--- src/rtl/imem_arb_pkg.sv ---
// Shared definitions for the instruction-memory arbiter and the fetch PC-hold logic.
// Holds the read-owner encoding, width/run defaults and the saturating run counter.
package imem_arb_pkg;

   localparam int XLEN_DEFAULT      = 32;
   localparam int MAX_L_RUN_DEFAULT = 4;

   typedef enum logic [1:0] {
      OWN_NONE = 2'd0,
      OWN_F    = 2'd1,
      OWN_L    = 2'd2
   } owner_e;

   function automatic logic [3:0] run_inc(input logic [3:0] cnt, input logic [3:0] max_run);
      return (cnt >= max_run) ? max_run : cnt + 4'd1;
   endfunction

endpackage

--- src/rtl/imem_arb_if.sv ---
// Bundle of the fetch port, load/store port and memory-macro signals around imem_arb.
// slave is the arbiter's view; master is the view of everything surrounding it.
interface imem_arb_if #(parameter int XLEN = imem_arb_pkg::XLEN_DEFAULT);

   logic            f_req;
   logic [XLEN-1:0] f_addr;
   logic            f_flush;
   logic            f_gnt;
   logic            f_rvalid;
   logic [XLEN-1:0] f_rdata;

   logic            l_req;
   logic            l_we;
   logic [3:0]      l_be;
   logic [XLEN-1:0] l_addr;
   logic [XLEN-1:0] l_wdata;
   logic            l_lock;
   logic            l_gnt;
   logic            l_rvalid;
   logic [XLEN-1:0] l_rdata;

   logic            mem_en;
   logic            mem_we;
   logic [3:0]      mem_be;
   logic [XLEN-1:0] mem_addr;
   logic [XLEN-1:0] mem_wdata;
   logic [XLEN-1:0] mem_rdata;

   modport slave (
      input  f_req, f_addr, f_flush, l_req, l_we, l_be, l_addr, l_wdata, l_lock, mem_rdata,
      output f_gnt, f_rvalid, f_rdata, l_gnt, l_rvalid, l_rdata,
             mem_en, mem_we, mem_be, mem_addr, mem_wdata
   );

   modport master (
      output f_req, f_addr, f_flush, l_req, l_we, l_be, l_addr, l_wdata, l_lock, mem_rdata,
      input  f_gnt, f_rvalid, f_rdata, l_gnt, l_rvalid, l_rdata,
             mem_en, mem_we, mem_be, mem_addr, mem_wdata
   );

endinterface

--- src/rtl/imem_arb_pick.sv ---
// Combinational grant decision: L by default, F once L has run MAX_L_RUN times
// back to back, and nothing for F while L holds a lock.
module imem_arb_pick
   import imem_arb_pkg::*;
#(
   parameter int MAX_L_RUN = MAX_L_RUN_DEFAULT
) (
   input  logic       f_req,
   input  logic       l_req,
   input  logic [3:0] run_cnt,
   input  logic       lock_q,
   output logic       f_gnt,
   output logic       l_gnt
);

   localparam logic [3:0] RUN_MAX = 4'(MAX_L_RUN);

   logic f_due;

   always_comb begin
      f_due = f_req & (~l_req | (run_cnt == RUN_MAX));
      f_gnt = 1'b0;
      l_gnt = 1'b0;
      // A lock beats the starvation counter; F simply waits it out.
      if (lock_q) begin
         l_gnt = l_req;
      end else if (f_due) begin
         f_gnt = 1'b1;
      end else begin
         l_gnt = l_req;
      end
   end

endmodule

--- src/rtl/imem_arb.sv ---
// Two-port arbiter for the single-port instruction memory: muxes the granted port
// onto the macro and steers the one-cycle-late read data back to its owner.
module imem_arb
   import imem_arb_pkg::*;
#(
   parameter int XLEN      = XLEN_DEFAULT,
   parameter int MAX_L_RUN = MAX_L_RUN_DEFAULT
) (
   input  logic       clk,
   input  logic       rst,
   imem_arb_if.slave  bus
);

   localparam logic [3:0] RUN_MAX = 4'(MAX_L_RUN);

   logic            f_gnt;
   logic            l_gnt;
   logic            mem_we_int;
   logic [3:0]      be_mux;
   logic [XLEN-1:0] addr_mux;
   logic [XLEN-1:0] rdata_int;

   logic [3:0] run_cnt_reg, run_cnt_next;
   logic       lock_reg, lock_next;
   owner_e     owner_reg, owner_next;
   logic       kill_reg, kill_next;

   imem_arb_pick #(.MAX_L_RUN(MAX_L_RUN)) u_pick (
      .f_req   (bus.f_req),
      .l_req   (bus.l_req),
      .run_cnt (run_cnt_reg),
      .lock_q  (lock_reg),
      .f_gnt   (f_gnt),
      .l_gnt   (l_gnt)
   );

   assign mem_we_int = l_gnt & bus.l_we;
   assign addr_mux   = f_gnt ? bus.f_addr : bus.l_addr;

   // Reads always fetch the full word; only L writes use its byte enables.
   generate
      for (genvar gi = 0; gi < 4; gi++) begin : g_be
         assign be_mux[gi] = mem_we_int ? bus.l_be[gi] : 1'b1;
      end
   endgenerate

   assign bus.f_gnt     = f_gnt;
   assign bus.l_gnt     = l_gnt;
   assign bus.mem_en    = f_gnt | l_gnt;
   assign bus.mem_we    = mem_we_int;
   assign bus.mem_be    = be_mux;
   assign bus.mem_addr  = addr_mux;
   assign bus.mem_wdata = bus.l_wdata;

   always_comb begin
      run_cnt_next = run_cnt_reg;
      if (f_gnt || !bus.f_req) begin
         run_cnt_next = 4'd0;
      end else if (l_gnt) begin
         run_cnt_next = run_inc(run_cnt_reg, RUN_MAX);
      end

      lock_next = l_gnt & bus.l_lock;

      owner_next = OWN_NONE;
      if (f_gnt) begin
         owner_next = OWN_F;
      end else if (l_gnt && !bus.l_we) begin
         owner_next = OWN_L;
      end

      // A flush that coincides with a fresh F grant belongs to the new PC,
      // so it must not kill that grant's own response.
      kill_next = bus.f_flush & ~f_gnt;
   end

   always_ff @(posedge clk) begin
      if (rst) begin
         run_cnt_reg <= 4'd0;
         lock_reg    <= 1'b0;
         owner_reg   <= OWN_NONE;
         kill_reg    <= 1'b0;
      end else begin
         run_cnt_reg <= run_cnt_next;
         lock_reg    <= lock_next;
         owner_reg   <= owner_next;
         kill_reg    <= kill_next;
      end
   end

   assign rdata_int    = bus.mem_rdata;
   assign bus.f_rdata  = rdata_int;
   assign bus.l_rdata  = rdata_int;
   assign bus.f_rvalid = (owner_reg == OWN_F) & ~bus.f_flush & ~kill_reg;
   assign bus.l_rvalid = (owner_reg == OWN_L);

endmodule

--- src/flat_wrapper.sv ---
// flat-port wrapper written by rule: the top's interface ports become plain ports
module imem_arb_flat import imem_arb_pkg::*;
#(
   parameter int XLEN      = XLEN_DEFAULT,
   parameter int MAX_L_RUN = MAX_L_RUN_DEFAULT
)
  (clk, rst, bus_f_req, bus_f_addr, bus_f_flush, bus_l_req, bus_l_we, bus_l_be, bus_l_addr, bus_l_wdata, bus_l_lock, bus_mem_rdata, bus_f_gnt, bus_f_rvalid, bus_f_rdata, bus_l_gnt, bus_l_rvalid, bus_l_rdata, bus_mem_en, bus_mem_we, bus_mem_be, bus_mem_addr, bus_mem_wdata);
  imem_arb_if #(.XLEN(XLEN)) bus_i ();
  input  logic clk;
  input  logic rst;
  input wire logic [$bits(bus_i.f_req)-1:0] bus_f_req;
  input wire logic [$bits(bus_i.f_addr)-1:0] bus_f_addr;
  input wire logic [$bits(bus_i.f_flush)-1:0] bus_f_flush;
  input wire logic [$bits(bus_i.l_req)-1:0] bus_l_req;
  input wire logic [$bits(bus_i.l_we)-1:0] bus_l_we;
  input wire logic [$bits(bus_i.l_be)-1:0] bus_l_be;
  input wire logic [$bits(bus_i.l_addr)-1:0] bus_l_addr;
  input wire logic [$bits(bus_i.l_wdata)-1:0] bus_l_wdata;
  input wire logic [$bits(bus_i.l_lock)-1:0] bus_l_lock;
  input wire logic [$bits(bus_i.mem_rdata)-1:0] bus_mem_rdata;
  output wire logic [$bits(bus_i.f_gnt)-1:0] bus_f_gnt;
  output wire logic [$bits(bus_i.f_rvalid)-1:0] bus_f_rvalid;
  output wire logic [$bits(bus_i.f_rdata)-1:0] bus_f_rdata;
  output wire logic [$bits(bus_i.l_gnt)-1:0] bus_l_gnt;
  output wire logic [$bits(bus_i.l_rvalid)-1:0] bus_l_rvalid;
  output wire logic [$bits(bus_i.l_rdata)-1:0] bus_l_rdata;
  output wire logic [$bits(bus_i.mem_en)-1:0] bus_mem_en;
  output wire logic [$bits(bus_i.mem_we)-1:0] bus_mem_we;
  output wire logic [$bits(bus_i.mem_be)-1:0] bus_mem_be;
  output wire logic [$bits(bus_i.mem_addr)-1:0] bus_mem_addr;
  output wire logic [$bits(bus_i.mem_wdata)-1:0] bus_mem_wdata;
  assign bus_i.f_req = bus_f_req;
  assign bus_i.f_addr = bus_f_addr;
  assign bus_i.f_flush = bus_f_flush;
  assign bus_i.l_req = bus_l_req;
  assign bus_i.l_we = bus_l_we;
  assign bus_i.l_be = bus_l_be;
  assign bus_i.l_addr = bus_l_addr;
  assign bus_i.l_wdata = bus_l_wdata;
  assign bus_i.l_lock = bus_l_lock;
  assign bus_i.mem_rdata = bus_mem_rdata;
  assign bus_f_gnt = bus_i.f_gnt;
  assign bus_f_rvalid = bus_i.f_rvalid;
  assign bus_f_rdata = bus_i.f_rdata;
  assign bus_l_gnt = bus_i.l_gnt;
  assign bus_l_rvalid = bus_i.l_rvalid;
  assign bus_l_rdata = bus_i.l_rdata;
  assign bus_mem_en = bus_i.mem_en;
  assign bus_mem_we = bus_i.mem_we;
  assign bus_mem_be = bus_i.mem_be;
  assign bus_mem_addr = bus_i.mem_addr;
  assign bus_mem_wdata = bus_i.mem_wdata;
  imem_arb #(.XLEN(XLEN), .MAX_L_RUN(MAX_L_RUN)) u_core (.clk(clk), .rst(rst), .bus(bus_i));
endmodule
--- config.mk ---
export PLATFORM = sky130hd
export DESIGN_NAME = imem_arb_flat
export DESIGN_NICKNAME = d
export VERILOG_FILES = /design/src/rtl/imem_arb_pkg.sv /design/src/rtl/imem_arb_if.sv /design/src/rtl/imem_arb_pick.sv /design/src/rtl/imem_arb.sv /design/src/flat_wrapper.sv
export SDC_FILE = /design/constraint.sdc
export NUM_CORES = 1
export LEC_CHECK = 0
export BUFFER_PORTS_ARGS = -buffer_cell sky130_fd_sc_hd__buf_4
export CAP_MARGIN = 20
export CORE_AREA = 8 8 101 103
export DETAILED_ROUTE_END_ITERATION = 8
export DIE_AREA = 0 0 109 111
export GPL_TIMING_DRIVEN = 0
export PLACE_DENSITY = 0.69
export SKIP_LAST_GASP = 1
export SLEW_MARGIN = 20
export SYNTH_ARGS = -nofsm -noshare
export SYNTH_HDL_FRONTEND = slang
export SYNTH_SLANG_ARGS = --single-unit
--- constraint.sdc ---
create_clock -name clk -period 1.6 [get_ports clk]
set_input_delay 0 -clock clk [delete_from_list [all_inputs] [get_ports clk]]
set_output_delay 0 -clock clk [all_outputs]
set_load 0.1 [all_outputs]
Word-level counts from Yosys, hierarchy flattened
Cells that the tools add are included.
Widths: inputs -> output; s select.
- add/subtract/negate cells: 1
- $lt $le $gt $ge: 1
- equality and inequality tests: 3
- multiplexer cells: 12
- bitwise logic cells: 12
- reductions and logical operators: 6
- operator list (operator ; count):
    $mux 32 ; 1
    $mux 1 ; 9
    $and 1x1->1 ; 6
    $add 4x1->4 const B ; 1
    $eq 4x3->1 const B ; 1
    $ge 4x3->1 const B ; 1
    $mux 4 ; 1
    $not 1->1 ; 4
    $reduce_or 2->1 ; 2
    $eq 2x1->1 const B ; 1
    $eq 2x2->1 const B ; 1
    $logic_not 1->1 ; 2
    $mux 2 ; 1
    $or 1x1->1 ; 2
    $logic_and 1x1->1 ; 1
    $logic_or 1x1->1 ; 1
- bits in registers: 8
- input bits: 139
- output and inout bits: 138
- logic and storage cells: 40

Depth between registers and ports, before layout
- word-level depth: 8
- depth in mapped cells: 6

Hierarchy
A second synthesis with hierarchy kept.
- cells, all modules: 172
- area total of the unflattened synthesis: 1498.9 um2
- by module, submodules not included (module ; instances ; cells an instance ; area each (um2)):
    imem_arb ; 1 ; 167 ; 1452.6
    imem_arb_pick ; 1 ; 5 ; 46.3

Least setup slack after synthesis
No wires, ideal clock.
- kind: register to output
- from: register u_core.owner_reg[1]
- to: output bus_f_rvalid
- arrival: 3434 ps
- setup slack: -1834 ps
- cell stages (with the launch flop): 2
- path through: dfxtp_1 nor4b_1
- longest elaborated chain between the ends: 3
- RTL lines (item ; line ; source):
    from (decl) ; imem_arb.sv:25 ; owner_e owner_reg, owner_next;
    from (signal assigned) ; imem_arb.sv:86 ; owner_reg <= owner_next;
    $eq 2x1->1 ; imem_arb.sv:94 ; assign bus.f_rvalid = (owner_reg == OWN_F) & ~bus.f_flush & ~kill_reg;
    $and 1x1->1 (2 in a row) ; imem_arb.sv:94 ;
    to (decl) ; flat_wrapper.sv:22 ; output wire logic [$bits(bus_i.f_rvalid)-1:0] bus_f_rvalid;
Every way passes these cells.

Worst setup path after layout
- from: register u_core.run_cnt_reg[0]
- to: output bus_mem_be[0]
- longest elaborated chain between the ends: 7
- RTL lines (item ; line ; source):
    from (decl) ; imem_arb.sv:23 ; logic [3:0] run_cnt_reg, run_cnt_next;
    from (signal assigned) ; imem_arb.sv:84 ; run_cnt_reg <= run_cnt_next;
    $eq 4x3->1 ; imem_arb_pick.sv:21 ; f_due = f_req & (~l_req | (run_cnt == RUN_MAX));
    $or 1x1->1 ; imem_arb_pick.sv:21 ;
    $and 1x1->1 ; imem_arb_pick.sv:21 ;
    $mux 1 ; imem_arb_pick.sv:27 ; end else if (f_due) begin
    $mux 1 ; imem_arb_pick.sv:25 ; if (lock_q) begin
    $and 1x1->1 ; imem_arb.sv:37 ; assign mem_we_int = l_gnt & bus.l_we;
    $mux 1 ; imem_arb.sv:43 ; assign be_mux[gi] = mem_we_int ? bus.l_be[gi] : 1'b1;
    to (decl) ; flat_wrapper.sv:29 ; output wire logic [$bits(bus_i.mem_be)-1:0] bus_mem_be;
Every way passes these cells.

==> metrics.md <==
| Metric | Value |
|---|---|
| Status | complete, but fails checks |
| Failing checks | negative setup slack |
| Headroom to the max-slew limit | 79.6% |
| Die ar. | 0.0121 sq mm |
| Worst min path class | in2reg |
| WP data required | 1.60 ns |
| CP endpoint kind | output port |
| 1st-pass router iterations | 4 |
| Slew of the pin with the lowest slew margin | 0.306 ns |
| Die Wd | 109 um |
| # DRC | 0 |
| Placed inst area | 0.00342 sq mm |
| 1st-iter DRT viols | 43 |
| Fmax | 0.543 GHz |
| Core box area | 0.00855 sq mm |
| Row Count | 34 |
| RSZ-0062 raised after global routing | true |
| Maximum clock path buffer count | 2 |
| Starting Density | 19.4% |
| CTS tree | done |
| ANT cells | 0 |
| PD cells | 751 mW/mm^2 |
| Clock transition at the registers of the reported paths | 0.04 ns |
| Met2 wire length | 4.83 mm |
| Register bit total from synthesis | 8 |
| Proportion of layout cells with a drive suffix above 1 | 94.3% |
| Vias in the first global route | 2199 |
| CP max FO | 6 |
| Arr. time, crit path | 1.84 ns |
| Largest register FFs | 4 |
| Mapped Nets | 316 |
| Wl on met1 | 2.61 mm |
| Post-synth EDFFs | 0 |
| Wirelength per Cell | 16.3 um |
| Setup crit start kind | flop |
| Number of buffers created by CTS | 3 |
| Final period util | 115% |
| Power consumption | 3120 uW |
| Final wirelength | 8.28 mm |
| Syn_area_per_cell | 9.48 sq um |
| Endpoints failing setup | 40 |
| Die Ht | 111 um |
| Mapped cell area | 0.00166 sq mm |
| Final setup margin | -0.242 ns |
| Setup Skew | 0.000777 ns |
| Number of port buffers | 211 |
| Met3 Routed Length | 805 um |
| Clock sink count | 8 |
| Setup CP Type | reg2out |
| Leak pwr | 0.00219 uW |
| Placed Cells | 494 |
| Top layer used by detailed routing | met4 |
| Primary FF master, synth | dfxtp_1 |
| Post-layout net count | 544 |
| Pins over their slew limit | 0 |
| Io pins | 277 |
| GP Congestion | 0.753 |
| Vias per std cell | 3.79 |
| Peak supply drop | 0.472 mV |
| Global route overflow | 0 |
| Layout area overhead | 151% |
| CTS Root Cell | clkbuf_8 |
| Post-route insts no fill | 509 |
| Min Tclk post-route | 1.84 ns |
| Register area share after synthesis | 9.65% |
| Initial antenna violation count | 0 |
| First-pass GRT wire length | 12.1 mm |
| Synth async-reset ratio | 0% |
| Final hold vios | 0 |
| Vias | 1929 |
| FILL cells | 761 |
| DP Wirelength | 7.03 mm |
| H-tree depth | 1 |
| Synth Instances | 175 |
| Netlist cell types | 23 |
| Synth Warn # | 0 |
| MaxCap Viol Count | 0 |
| Cell area after layout | 0.00416 sq mm |
| Antenna Nets Post-Route | 0 |
| Largest net degree at the start of global routing | 11 |
| Total Routing Usage GR | 12.5% |
| Clock Latency Late Sink | 0.23 ns |
## cells in the final DEF, fill, tap and decap left out, drive strengths merged, types with 3 or more instances in the layout
cell / instances
buf: 322
mux2: 32
dfxtp: 8
nand2: 4
nor2: 3
clkbuf: 3
inv: 3
nor4b: 3
or3: 4
nor3: 4
## kinds of logic after synthesis
logic type | after synthesis | synth area share [%]
AND/OR/NAND/NOR | 25 | 9.50
adder cells (fa/ha/maj) | 2 | 1.51
flip-flops | 8 | 9.65
AO/OA/AOI/OAI | 4 | 2.34
multiplexers | 32 | 28.5
buffers and inverters | 104 | 48.5
## final cells by class
cell class              count  area [sq um]  area share [%]
repair buffers            224          2210            53.1
multi-input cells          63           815            19.6
plain buffers             100           786            18.9
flip-flops and latches      8           163            3.91
well taps                 108           135            3.25
clock buffers               3          41.3           0.993
inverters                   3          11.3           0.271
## cells in the mapped netlist, types with 2 or more instances
cell type / instances / area share [%]
dfxtp_1: 8 / 9.7
or3_1: 4 / 1.5
nand2b_1: 2 / 0.75
nor2_1: 3 / 0.68
inv_1: 3 / 0.68
mux2_2: 2 / 1.4
buf_12: 3 / 3.6
nor4b_1: 3 / 1.6
ha_1: 2 / 1.5
mux2_4: 30 / 27
buf_4: 97 / 44
nor3_1: 4 / 1.2
nand2_1: 4 / 0.90
## final timing paths
check | from | endpoint | slack (ns) | cells past startpoint
worst min register to register | u_core.lock_reg$_SDFF_PP0_ | u_core.run_cnt_reg[3]$_SDFFE_PP0N_ | 0.46 | 2
worst max register to register | u_core.run_cnt_reg[0]$_SDFFE_PP0N_ | u_core.lock_reg$_SDFF_PP0_ | -0.04 | 10
worst max-delay path | u_core.run_cnt_reg[0]$_SDFFE_PP0N_ | bus_mem_be[0] | -0.24 | 9
worst min-delay path | bus_l_lock | u_core.lock_reg$_SDFF_PP0_ | 0.04 | 2
## worst max-delay path: stages (launching register included)
cell,delay [ns]
dfxtp_2,0.33
inv_2,0.05
ha_4,0.15
nand3b_4,0.08
a21oi_4,0.06
buf_12,0.15
buf_6,0.11
buf_6,0.11
or3_4,0.39
buf_12,0.17
## metal layers
layer  vias to the layer above  track usage, %
met5                         -               0
met4                         0            1.64
met3                         3            2.91
met2                       107            25.9
met1                       885            11.8
li1                        934               -
## per-stage QoR
| stage | util [%] | TNS (ns) | hold slack (ns) | setup slack [ns] |
|---|---|---|---|---|
| global route | 48.6 | -9.30 | 0.0375 | -0.297 |
| detailed placement | 39.9 | -9.31 | 0.179 | -0.302 |
| CTS | 48.6 | -7.12 | 0.0399 | -0.244 |
| global placement | 39.9 | -9.01 | 0.177 | -0.287 |
| finish | 48.6 | -6.63 | 0.0440 | -0.242 |
| floorplan | - | -0.0609 | 0.0761 | -0.0168 |
## report_power, final
| group | leakage, uW | internal, uW | switching, uW |
|---|---|---|---|
| logic | 0.00210 | 867 | 1800 |
| clock network | 0.0000216 | 163 | 84.3 |
| registers | 0.0000661 | 206 | 4.17 |
| total | 0.00219 | 1240 | 1890 |
## repair_timing
item / in CTS / in global routing
setup buffers: 10 / 2
setup endpoints to repair: 46 / 45
pin swaps: 4 / 1
gates resized for setup: 136 / 8
cloned: 1 / 0
hold buffers: 2 / 0
endpoints found under the hold margin: 3 / 0
Power figures use the tool's default switching activity.
